**src/rtl/par_to_ser_tx_if.sv**
```systemverilog
// rtl/par_to_ser_tx_if.sv - load handshake and serial output bundle for par_to_ser_tx
interface par_to_ser_tx_if #(
    parameter int word_size = 4
);
    logic [word_size-1:0] Data_in;
    logic                 load_valid;
    logic                 load_ready;
    logic                 shift_en;
    logic                 Ser_out;
    logic                 Ser_valid;
    logic                 busy;
    logic                 frame_done;

    modport master (
        output Data_in, load_valid, shift_en,
        input  load_ready, Ser_out, Ser_valid, busy, frame_done
    );

    modport slave (
        input  Data_in, load_valid, shift_en,
        output load_ready, Ser_out, Ser_valid, busy, frame_done
    );
endinterface

```
**src/rtl/par_to_ser_tx.sv**
```systemverilog
// rtl/par_to_ser_tx.sv - parallel-in serial-out transmitter with one-word holding buffer
// Optional even-parity trailer bit enabled by defining PAR_TO_SER_PARITY_EN.
module par_to_ser_tx #(
    parameter int word_size = 4,
    parameter bit MSB_FIRST = 1'b1
) (
    input  logic            clock,
    input  logic            reset,
    par_to_ser_tx_if.slave  tx
);
    localparam int CW = $clog2(word_size + 1);
`ifdef PAR_TO_SER_PARITY_EN
    localparam logic [CW-1:0] LAST_CNT = CW'(word_size);
`else
    localparam logic [CW-1:0] LAST_CNT = CW'(word_size - 1);
`endif

    typedef enum logic {IDLE, SHIFT} state_t;

    state_t               state_q, state_d;
    logic [word_size-1:0] hold_q, hold_d;
    logic                 hold_full_q, hold_full_d;
    logic [word_size-1:0] shifter_q, shifter_d;
    logic [CW-1:0]        bit_cnt_q, bit_cnt_d;
    logic                 ser_out_q, ser_out_d;
    logic                 ser_valid_q, ser_valid_d;
    logic                 busy_q, busy_d;
    logic                 frame_done_q, frame_done_d;
    logic                 head_bit;
`ifdef PAR_TO_SER_PARITY_EN
    logic                 parity_q, parity_d;
`endif

    always_comb begin
        state_d      = state_q;
        hold_d       = hold_q;
        hold_full_d  = hold_full_q;
        shifter_d    = shifter_q;
        bit_cnt_d    = bit_cnt_q;
        frame_done_d = 1'b0;
`ifdef PAR_TO_SER_PARITY_EN
        parity_d     = parity_q;
`endif

        // Accept and drain are mutually exclusive: both hinge on hold_full_q.
        if (tx.load_valid && !hold_full_q) begin
            hold_d      = tx.Data_in;
            hold_full_d = 1'b1;
        end

        case (state_q)
            IDLE: begin
                if (hold_full_q) begin
                    shifter_d   = hold_q;
                    hold_full_d = 1'b0;
                    bit_cnt_d   = '0;
                    state_d     = SHIFT;
`ifdef PAR_TO_SER_PARITY_EN
                    parity_d    = ^hold_q;
`endif
                end
            end
            SHIFT: begin
                if (tx.shift_en) begin
                    if (bit_cnt_q == LAST_CNT) begin
                        frame_done_d = 1'b1;
                        bit_cnt_d    = '0;
                        if (hold_full_q) begin
                            shifter_d   = hold_q;
                            hold_full_d = 1'b0;
`ifdef PAR_TO_SER_PARITY_EN
                            parity_d    = ^hold_q;
`endif
                        end else begin
                            shifter_d = '0;
                            state_d   = IDLE;
                        end
                    end else begin
                        shifter_d = MSB_FIRST ? (shifter_q << 1) : (shifter_q >> 1);
                        bit_cnt_d = bit_cnt_q + CW'(1);
                    end
                end
            end
            default: state_d = IDLE;
        endcase

        // Registered outputs are computed from next state so they line up with the shifter.
        head_bit = MSB_FIRST ? shifter_d[word_size-1] : shifter_d[0];
`ifdef PAR_TO_SER_PARITY_EN
        if (bit_cnt_d == CW'(word_size)) begin
            head_bit = parity_d;
        end
`endif
        ser_valid_d = (state_d == SHIFT);
        ser_out_d   = ser_valid_d & head_bit;
        busy_d      = ser_valid_d | hold_full_d;
    end

    always_ff @(posedge clock or negedge reset) begin
        if (!reset) begin
            state_q      <= IDLE;
            hold_q       <= '0;
            hold_full_q  <= 1'b0;
            shifter_q    <= '0;
            bit_cnt_q    <= '0;
            ser_out_q    <= 1'b0;
            ser_valid_q  <= 1'b0;
            busy_q       <= 1'b0;
            frame_done_q <= 1'b0;
        end else begin
            state_q      <= state_d;
            hold_q       <= hold_d;
            hold_full_q  <= hold_full_d;
            shifter_q    <= shifter_d;
            bit_cnt_q    <= bit_cnt_d;
            ser_out_q    <= ser_out_d;
            ser_valid_q  <= ser_valid_d;
            busy_q       <= busy_d;
            frame_done_q <= frame_done_d;
        end
    end

`ifdef PAR_TO_SER_PARITY_EN
    always_ff @(posedge clock or negedge reset) begin
        if (!reset) begin
            parity_q <= 1'b0;
        end else begin
            parity_q <= parity_d;
        end
    end
`endif

    assign tx.load_ready = ~hold_full_q;
    assign tx.Ser_out    = ser_out_q;
    assign tx.Ser_valid  = ser_valid_q;
    assign tx.busy       = busy_q;
    assign tx.frame_done = frame_done_q;
endmodule

```
**src/flat_wrapper.sv**
```systemverilog
// flat-port wrapper written by rule: the top's interface ports become plain ports
module par_to_ser_tx_flat 
#(
    parameter int word_size = 4,
    parameter bit MSB_FIRST = 1'b1
)
  (clock, reset, tx_Data_in, tx_load_valid, tx_shift_en, tx_load_ready, tx_Ser_out, tx_Ser_valid, tx_busy, tx_frame_done);
  par_to_ser_tx_if #(.word_size(word_size)) tx_i ();
  input  logic clock;
  input  logic reset;
  input wire logic [$bits(tx_i.Data_in)-1:0] tx_Data_in;
  input wire logic [$bits(tx_i.load_valid)-1:0] tx_load_valid;
  input wire logic [$bits(tx_i.shift_en)-1:0] tx_shift_en;
  output wire logic [$bits(tx_i.load_ready)-1:0] tx_load_ready;
  output wire logic [$bits(tx_i.Ser_out)-1:0] tx_Ser_out;
  output wire logic [$bits(tx_i.Ser_valid)-1:0] tx_Ser_valid;
  output wire logic [$bits(tx_i.busy)-1:0] tx_busy;
  output wire logic [$bits(tx_i.frame_done)-1:0] tx_frame_done;
  assign tx_i.Data_in = tx_Data_in;
  assign tx_i.load_valid = tx_load_valid;
  assign tx_i.shift_en = tx_shift_en;
  assign tx_load_ready = tx_i.load_ready;
  assign tx_Ser_out = tx_i.Ser_out;
  assign tx_Ser_valid = tx_i.Ser_valid;
  assign tx_busy = tx_i.busy;
  assign tx_frame_done = tx_i.frame_done;
  par_to_ser_tx #(.word_size(word_size), .MSB_FIRST(MSB_FIRST)) u_core (.clock(clock), .reset(reset), .tx(tx_i));
endmodule
```
**config.mk**
```make
export PLATFORM = sky130hd
export DESIGN_NAME = par_to_ser_tx_flat
export DESIGN_NICKNAME = d
export VERILOG_FILES = /design/src/rtl/par_to_ser_tx_if.sv /design/src/rtl/par_to_ser_tx.sv /design/src/flat_wrapper.sv
export SDC_FILE = /design/constraint.sdc
export NUM_CORES = 1
export LEC_CHECK = 0
export ABC_AREA = 0
export CORE_MARGIN = 1.5
export CORE_UTILIZATION = 50
export CTS_BUF_LIST = sky130_fd_sc_hd__clkbuf_2
export CTS_CLUSTER_DIAMETER = 80
export DETAILED_ROUTE_END_ITERATION = 16
export GPL_TIMING_DRIVEN = 0
export PLACE_DENSITY = 0.77
export SYNTH_ARGS = -nofsm -noshare
export SYNTH_HDL_FRONTEND = slang
export SYNTH_SLANG_ARGS = --single-unit
```
**constraint.sdc**
```tcl
create_clock -name clock -period 1.42 [get_ports clock]
set_input_delay 0.284 -clock clock [delete_from_list [all_inputs] [get_ports clock]]
set_output_delay 0.284 -clock clock [all_outputs]
set_load 0.02 [all_outputs]
```
Word level (Yosys, flattened, before mapping)

Index checks and enable logic that the tools add are counted.

Bits in registers: 16
Input bits: 8
Output and inout port bits: 5
Logic and storage cells: 41

$add $sub $neg: 1
Equal/unequal tests: 3
Muxes and demuxes: 21
Bitwise logic cells: 4
Reductions and logical operators: 3

Operator list:

| cell                                                                  | count |
|---|---|
| 4-bit two-way mux                                                     | 4 |
| 1-bit two-way mux                                                     | 10 |
| 3-bit two-way mux                                                     | 3 |
| 4-bit case mux with 2 select lines                                    | 1 |
| 3-bit case mux with 2 select lines                                    | 1 |
| 1-bit case mux with 2 select lines                                    | 2 |
| 3-bit by 1-bit adder with 3-bit output, second input constant         | 1 |
| 3-bit by 2-bit equality test with 1-bit output, second input constant | 1 |
| 2-bit by 1-bit != test with 1-bit output, second input constant       | 1 |
| 2-bit != test, second input constant                                  | 1 |
| 1-bit NOT                                                             | 2 |
| 2-bit AND reduction                                                   | 1 |
| 1-bit bitwise AND                                                     | 1 |
| 1-bit logical AND                                                     | 1 |
| 1-bit logical NOT                                                     | 1 |
| 1-bit bitwise OR                                                      | 1 |

Depth between registers and ports, before layout

Gate-level depths: netlist of the first run.

Depth in word-level cells: 8
Depth in mapped cells: 4
Gate-level depth less buffers: 4

Worst setup path before layout of the first run

No wires, ideal clock.

Path kind: reg2reg
From: register u_core.state_q
To: register u_core.shifter_q[2]
Setup time: 0.126 ns
Arrival: 1.187 ns
Data required time: 1.294 ns
Slack: 0.107 ns
Stages on the path, launching flop included: 5
Clock period less this slack: 1.313 ns
Path through: dfrtp_1 buf_4 and2_4 and3_1 a221o_1

Word-level cells in the longest chain between the ends: 3
Elaborated cells between the ends (all ways): 5
Classes of those cells: eq/ne (2); mux (1); bitwise (1); reduce/logical (1)

Ends and longest elaborated chain:

| item                                               | line                 | RTL |
|---|---|---|
| start, declared                                    | par_to_ser_tx.sv:20  | `state_t state_q, state_d;` |
| start signal, assigned                             | par_to_ser_tx.sv:111 | `state_q <= state_d;` |
| 1-bit NOT                                          | par_to_ser_tx.sv:51  | `case (state_q)` |
| 2-bit by 1-bit != test with 1-bit output (no line) | -                    |  |
| 2-bit AND reduction (no line)                      | -                    |  |
| end signal, assigned                               | par_to_ser_tx.sv:114 | `shifter_q <= shifter_d;` |
| end, declared                                      | par_to_ser_tx.sv:23  | `logic [word_size-1:0] shifter_q, shifter_d;` |

Several ways; a longest one is shown, not always the timed one.
A chain may end at the register's enable or synchronous reset.

Worst setup path after layout of the first run

From: register u_core.hold_full_q
To: output tx_load_ready

Word-level cells in the longest chain between the ends: 1

Ends and longest elaborated chain:

| item                   | line                 | RTL |
|---|---|---|
| start, declared        | par_to_ser_tx.sv:22  | `logic hold_full_q, hold_full_d;` |
| start signal, assigned | par_to_ser_tx.sv:113 | `hold_full_q <= hold_full_d;` |
| 1-bit NOT              | par_to_ser_tx.sv:133 | `assign tx.load_ready = ~hold_full_q;` |
| end, declared          | flat_wrapper.sv:14   | `output wire logic [$bits(tx_i.load_ready)-1:0] tx_load_ready;` |

No other way between the ends.

==> results of run 1 <==
-- what timing repair did --
item,CTS,global route
setup endpoints to repair,6,3
resized for setup,12,3
pin swaps,1,0
setup buffers,0,2
-- cells in the mapped netlist (all sizes together) --
library cell / count
mux2i: 1
a22o: 1
and3: 1
a2bb2oi: 1
inv: 3
ha: 1
nor2b: 1
and4b: 1
a31o: 1
nor2: 4
o21ai: 1
a221o: 1
a211oi: 3
nand2: 5
a2111oi: 1
buf: 1
and2: 2
dfrtp: 16
a32o: 1
nand2b: 2
a21oi: 3
nand3b: 1
mux2: 4
o211a: 1
-- cells by family (layout without fill, tap and decap cells) --
group                      count (synthesis)  in the layout
muxes                                      5              5
and+or+nand+nor                           17             17
buffers and inverters                      4             22
AOI/OAI and AO/OA                         14             14
DFF                                       16             16
adders and majority gates                  1              1
-- through the flow --
| step | util [%] | worst slack, ps |
|---|---|---|
| finish | 69.2 | 40.4 |
| global route | 69.2 | -9.02 |
| CTS | 66.7 | 23.1 |
| detailed placement | 64.8 | -242 |
| global placement | 64.8 | -167 |
| floorplan | - | 107 |
-- registers in the layout (all words and copies together), names as in the netlist --
name	flops
u_core.hold_full_q	1
u_core.hold_q	4
u_core.tx.busy	1
u_core.state_q	1
u_core.bit_cnt_q	3
u_core.shifter_q	4
u_core.tx.frame_done	1
u_core.tx.Ser_out	1
-- per-layer routing --
metal / global-route usage, % / vias up / wire length (um)
met1: 24.3 / 245 / 606
li1: - / 245 / -
met3: 3.33 / 4 / 34
met5: 0 / - / 0
met2: 30.6 / 10 / 692
met4: 12.5 / 0 / 25
-- final timing paths --
check	slack [ps]	endpoint	start	cells after the start
max in group asynchronous	580	u_core.hold_full_q	reset	1
min in group clock	520	u_core.shifter_q[0]	u_core.hold_q[0]	1
min	380	u_core.shifter_q[2]	reset	1
max reg2reg	40	u_core.shifter_q[2]	u_core.bit_cnt_q[0]	4
max	40	tx_load_ready	u_core.hold_full_q	2
min reg2reg	520	u_core.shifter_q[0]	u_core.hold_q[0]	1
-- power by group through the flow --
stage,logic (uW),registers (uW),clock network (uW)
after global placement,457,723,0
final,551,732,205
after detailed placement,478,735,0
after floorplan,303,725,0
after global routing,598,754,223
after CTS,477,731,211
-- layout make-up --
class                           instances  area, um2
Buffer                                  1       7.51
Sequential cell                        16        402
Clock buffer                            3       15.0
Timing Repair Buffer                   14        125
Multi-Input combinational cell         37        318
Fill cell                             115        400
Clock inverter                          1       3.75
Inverter                                3       11.3
Tap cell                               15       18.8
-- worst max-delay path, cell delays in order, from the launching register on --
cell	delay (ps)
dfrtp_2	480
inv_1	140
buf_2	190
==> impl_metrics.toml, run 1 <==
[synthesis]
synth_top_area_cell = "dfrtp_1"
ys_seq_elements = 16
synth_area_leaders = "dfrtp_1, mux2_2, a211oi_1"
ys_warn_count = 0
ys_types = 25
synth_top_area_share_pct = 56.8
muxShareOfSynthArea_pct = 9.59
synthAdderAreaFrac_pct = 1.78
synth-simple-area-share_pct = 13.0
ys_seq_area_share_pct = 56.8
synth_nets = 66
synth.avg_cell_area_um2 = 12.4
synth_cells = 57
synth_top_family_by_area = "compound AO/OA/AOI/OAI gates"
synth_compound_area_share_pct = 16.2
synth_xor_area_share_pct = 0
synthesis.area_um2 = 704

[setup_path]
cp-start-kind = "flip-flop"
crit_path_end_kind = "primary output"
path_class = "reg2out"
crit_arrival_ps = 1100
required_ps = 1140
crit_path_max_fanout = 7

[clocking]
htree_num_levels = 1
numClockSinks = 16
clkTransAtPathRegs_ps = 150
hold_buffers = 0
tritoncts = "built"
cts-root-buf = "clkbuf_2"
clk_latency_ps = 290
clockBufferDepth = 2
cts_buffers = 3

[global_route]
grt_max_degree = 17
grt_use_total_pct = 19.4
grt-ovfl-total = 0
grt_pass1_vias = 435
antenna_found_initial = 0
grt_first_pass_wirelength_um = 1990

[finish]
mostFrequentLayoutCells = "dfrtp_1, clkdlybuf4s50_1, nand2_1"
drive_above_1_share_pct = 28.0
stdcell_count = 90
layout_commonest_cell = "dfrtp_1"
nNetsFinal = 85
diodes = 0
fin_area_um2 = 901
synthToLayoutAreaGrowth_pct = 27.9

[pwr]
p_leak_uw = 0.000392
p_int_uw = 966
clockPowerShare_pct = 13.8
power_density_nw_per_um2 = 1650
switching_share_pct = 35.1
combPwrFrac_pct = 37.0
share_seq_of_total_power_pct = 49.2
power.net_switching_uw = 522
finalPower_uw = 1490
ir_drop_v = 0.000749

[route]
wl_um = 1360
drcViolationCount = 0
drt-initial-drc-count = 1
dr.pass1.iters = 4
vias = 504
wl_per_cell_um = 15.1
viasPerCell = 5.60
ant_nets = 0

[placement]
place_congestion = 0.743
portBuffers = 12
place_hpwl_um = 976
placedCellCount = 84
placed_cell_area_um2 = 843

[run_status]
status = "completed"

[floorplan]
die_h_um = 40.5
start_util_pct = 54.1
die_area_um2 = 1640
num_rows = 13
dieWidth_um = 40.5
io_pins = 13
core_um2 = 1300

[run]
maxCapViolations = 0

[timing]
period_minus_slack_ps = 1380
maxSlewHeadroom_pct = 55.4
finalSetupViolCount = 0
finClkSkew_ps = 2.65
worst_pin_slew_ps = 667
setup_tns_ps = 0
fmax_ghz = 0.725
hold_viol_final = 0
slew_viol_final = 0
period_share_pct = 97.2
whs_ps = 376

[worst_hold_path]
min_path_type = "in2async"
Note: power is estimated with default switching activity, not from simulation.
==> run 2, diff against run 1 <==
--- a/config.mk
+++ b/config.mk
@@ -12,6 +12,7 @@
 export CTS_CLUSTER_DIAMETER = 80
 export DETAILED_ROUTE_END_ITERATION = 16
 export GPL_TIMING_DRIVEN = 0
+export HOLD_SLACK_MARGIN = 0.1
 export PLACE_DENSITY = 0.77
 export SYNTH_ARGS = -nofsm -noshare
 export SYNTH_HDL_FRONTEND = slang
==> results of run 2 <==
The final DEF is identical to that of run 1; final timing and power are the same.
==> RTL edit, RTL diff (settings of run 1) <==
The option `PAR_TO_SER_PARITY_EN` is turned on by a define.
--- a/src/rtl/par_to_ser_tx.sv
+++ b/src/rtl/par_to_ser_tx.sv
@@ -1,4 +1,6 @@
 // rtl/par_to_ser_tx.sv - parallel-in serial-out transmitter with one-word holding buffer
 // Optional even-parity trailer bit enabled by defining PAR_TO_SER_PARITY_EN.
+`define PAR_TO_SER_PARITY_EN
+
 module par_to_ser_tx #(
     parameter int word_size = 4,
Formal check against the unedited RTL: not equivalent (Yosys sat finds a counterexample within 10 cycles, from zero or initial values and one cycle with reset low).
==> RTL edit against run 1 <==
- the flow now finishes with violations (setup timing)
- global-route usage up 0.32 points
- synthesized cell count up 16%
- routed wire length up 18%
- count of clock-buffer cells in the layout up 1
- total power up 40%
- clock power up 7%
- final area up 23%
- worst setup slack worse by 230 ps
- combinational power up 87%
- synthesized area up 10%
- sequential cell count up 1
- critical endpoint is now u_core.tx.Ser_out$_DFF_PN0_
- largest cell class unchanged
- largest power group is now combinational cells
==> RTL edit: results (changes against run 1) <==
Final layout
  – Share of cells above drive strength 1: 45.16% (+17 points)
  – Non-clk invs: 5 (+2)
  – Clock buf/inv share: 1.808% (-0.28 points)
  – Multi-input logic area: 409.1 um^2 (+29%)
  – Comb_multi_in: 43 (+16%)
  – Final-layout clock buffer total: 4 (+1)
  – Signal buffers: 24 (+9)
  – Fillers: 104 (-9.6%)

STA
  – Clock skew: 2.427 ps (-0.2281 ps)
  – Final WS setup: -194.4 ps (-234.8 ps)
  – Slew @ Worst Pin: 744.6 ps (+77.67 ps)
  – Final setup fails: 4 (+4)
  – Hold Slack: 411.4 ps (+35.69 ps)

Synth
  – Synth top area cells: dfrtp_1 55%, mux2_2 5.8%, xnor2_1 3.4%
  – Syn_nets: 76 (+15%)
  – Cells after Synth: 66 (+16%)
  – FF+latch count, synth: 17 (+1)
  – Sequential cell area fraction in the yosys report: 54.66% (-2.2 points)
  – Commonest cells post-synth: 17 x dfrtp_1, 6 x nand2_1, 5 x a21oi_1, 5 x inv_1, 4 x mux2_2
  – Synth cell types: 27 (+8.0%)

Global routing
  – Tot GR Track Use: 19.76% (+0.32 points)
  – Largest net degree at the start of global routing: 18 (+1)
  – M2 GR Usage: 31.08% (+0.52 points)
  – Met3 usage: 3.879% (+0.55 points)
  – First-pass GRT wire length: 2.559 mm (+29%)

Worst setup path
  – FF-to-FF End: u_core.tx.Ser_out$_DFF_PN0_
  – Cell family with most CP delay: buffers and inverters
  – CP max stage delay: 650 ps (+170 ps)
  – RR Startpoint: u_core.state_q$_DFF_PN0_
  – CP max-delay cell: clkdlybuf4s50_1
  – CP Max Fanout: 6 (-1)
  – CP endpoint kind: register
  – Worst setup path startpoint: tx_shift_en
  – Worst reg-to-reg setup slack: -170 ps (-210 ps)

Clocking
  – Setup repair bufs after CTS: 6 (+6)
  – Root Driver: clkbuf_2

Detailed routing
  – Metal2 WL: 783 um (+13%)
  – Via count: 603 (+20%)
  – Met3 Wirelength: 57 um (+68%)
  – WL per Instance: 14.68 um (-2.9%)

Place
  – DP HPWL: 952.8 um (-2.3%)
  – Dpl cell area: 932.1 um^2 (+11%)
  – GPL Wtd Cong: 0.7996 (+7.7%)
  – Placed cell count: 94 (+12%)

Run status
  – Outcome: finished with violations
  – Failing checks: setup timing

Power and ir drop
  – Peak VDD IR: 1.169 mV (+56%)
  – Power Combinational: 1.03 mW (+87%)
  – Power Clock: 0.220 mW (+7%)
## RTL edit: cell count changes after synthesis, moves of 2 or more
cell / delta
o21ai_0: +2
a22oi_1: +2
a211oi_1: -3
inv_1: +2
nor2_1: -3
o21a_1: +2
xnor2_1: +3
a21oi_1: +2
## RTL edit: cells by family (layout without fill, tap and decap cells)
logic type | Yosys count | after routing | share of synthesized area (%)
compound gates | 21 | 21 | 19.77
flops | 17 | 17 | 54.66
simple gates | 12 | 12 | 7.557
buf+inv | 6 | 33 | 3.859
mux | 5 | 5 | 7.555
xor+xnor | 3 | 3 | 3.377
fa+ha+maj | 2 | 2 | 3.215
## RTL edit: through the flow
step                TNS (ps)  setup WS (ps)  util, %
CTS                   -455.2         -215.3    67.23
detailed placement     -3479         -534.7    62.61
floorplan             -96.27         -96.27        -
global placement       -3352         -518.2    62.61
global route          -696.7         -253.1    74.37
finish                -446.8         -194.4    74.37
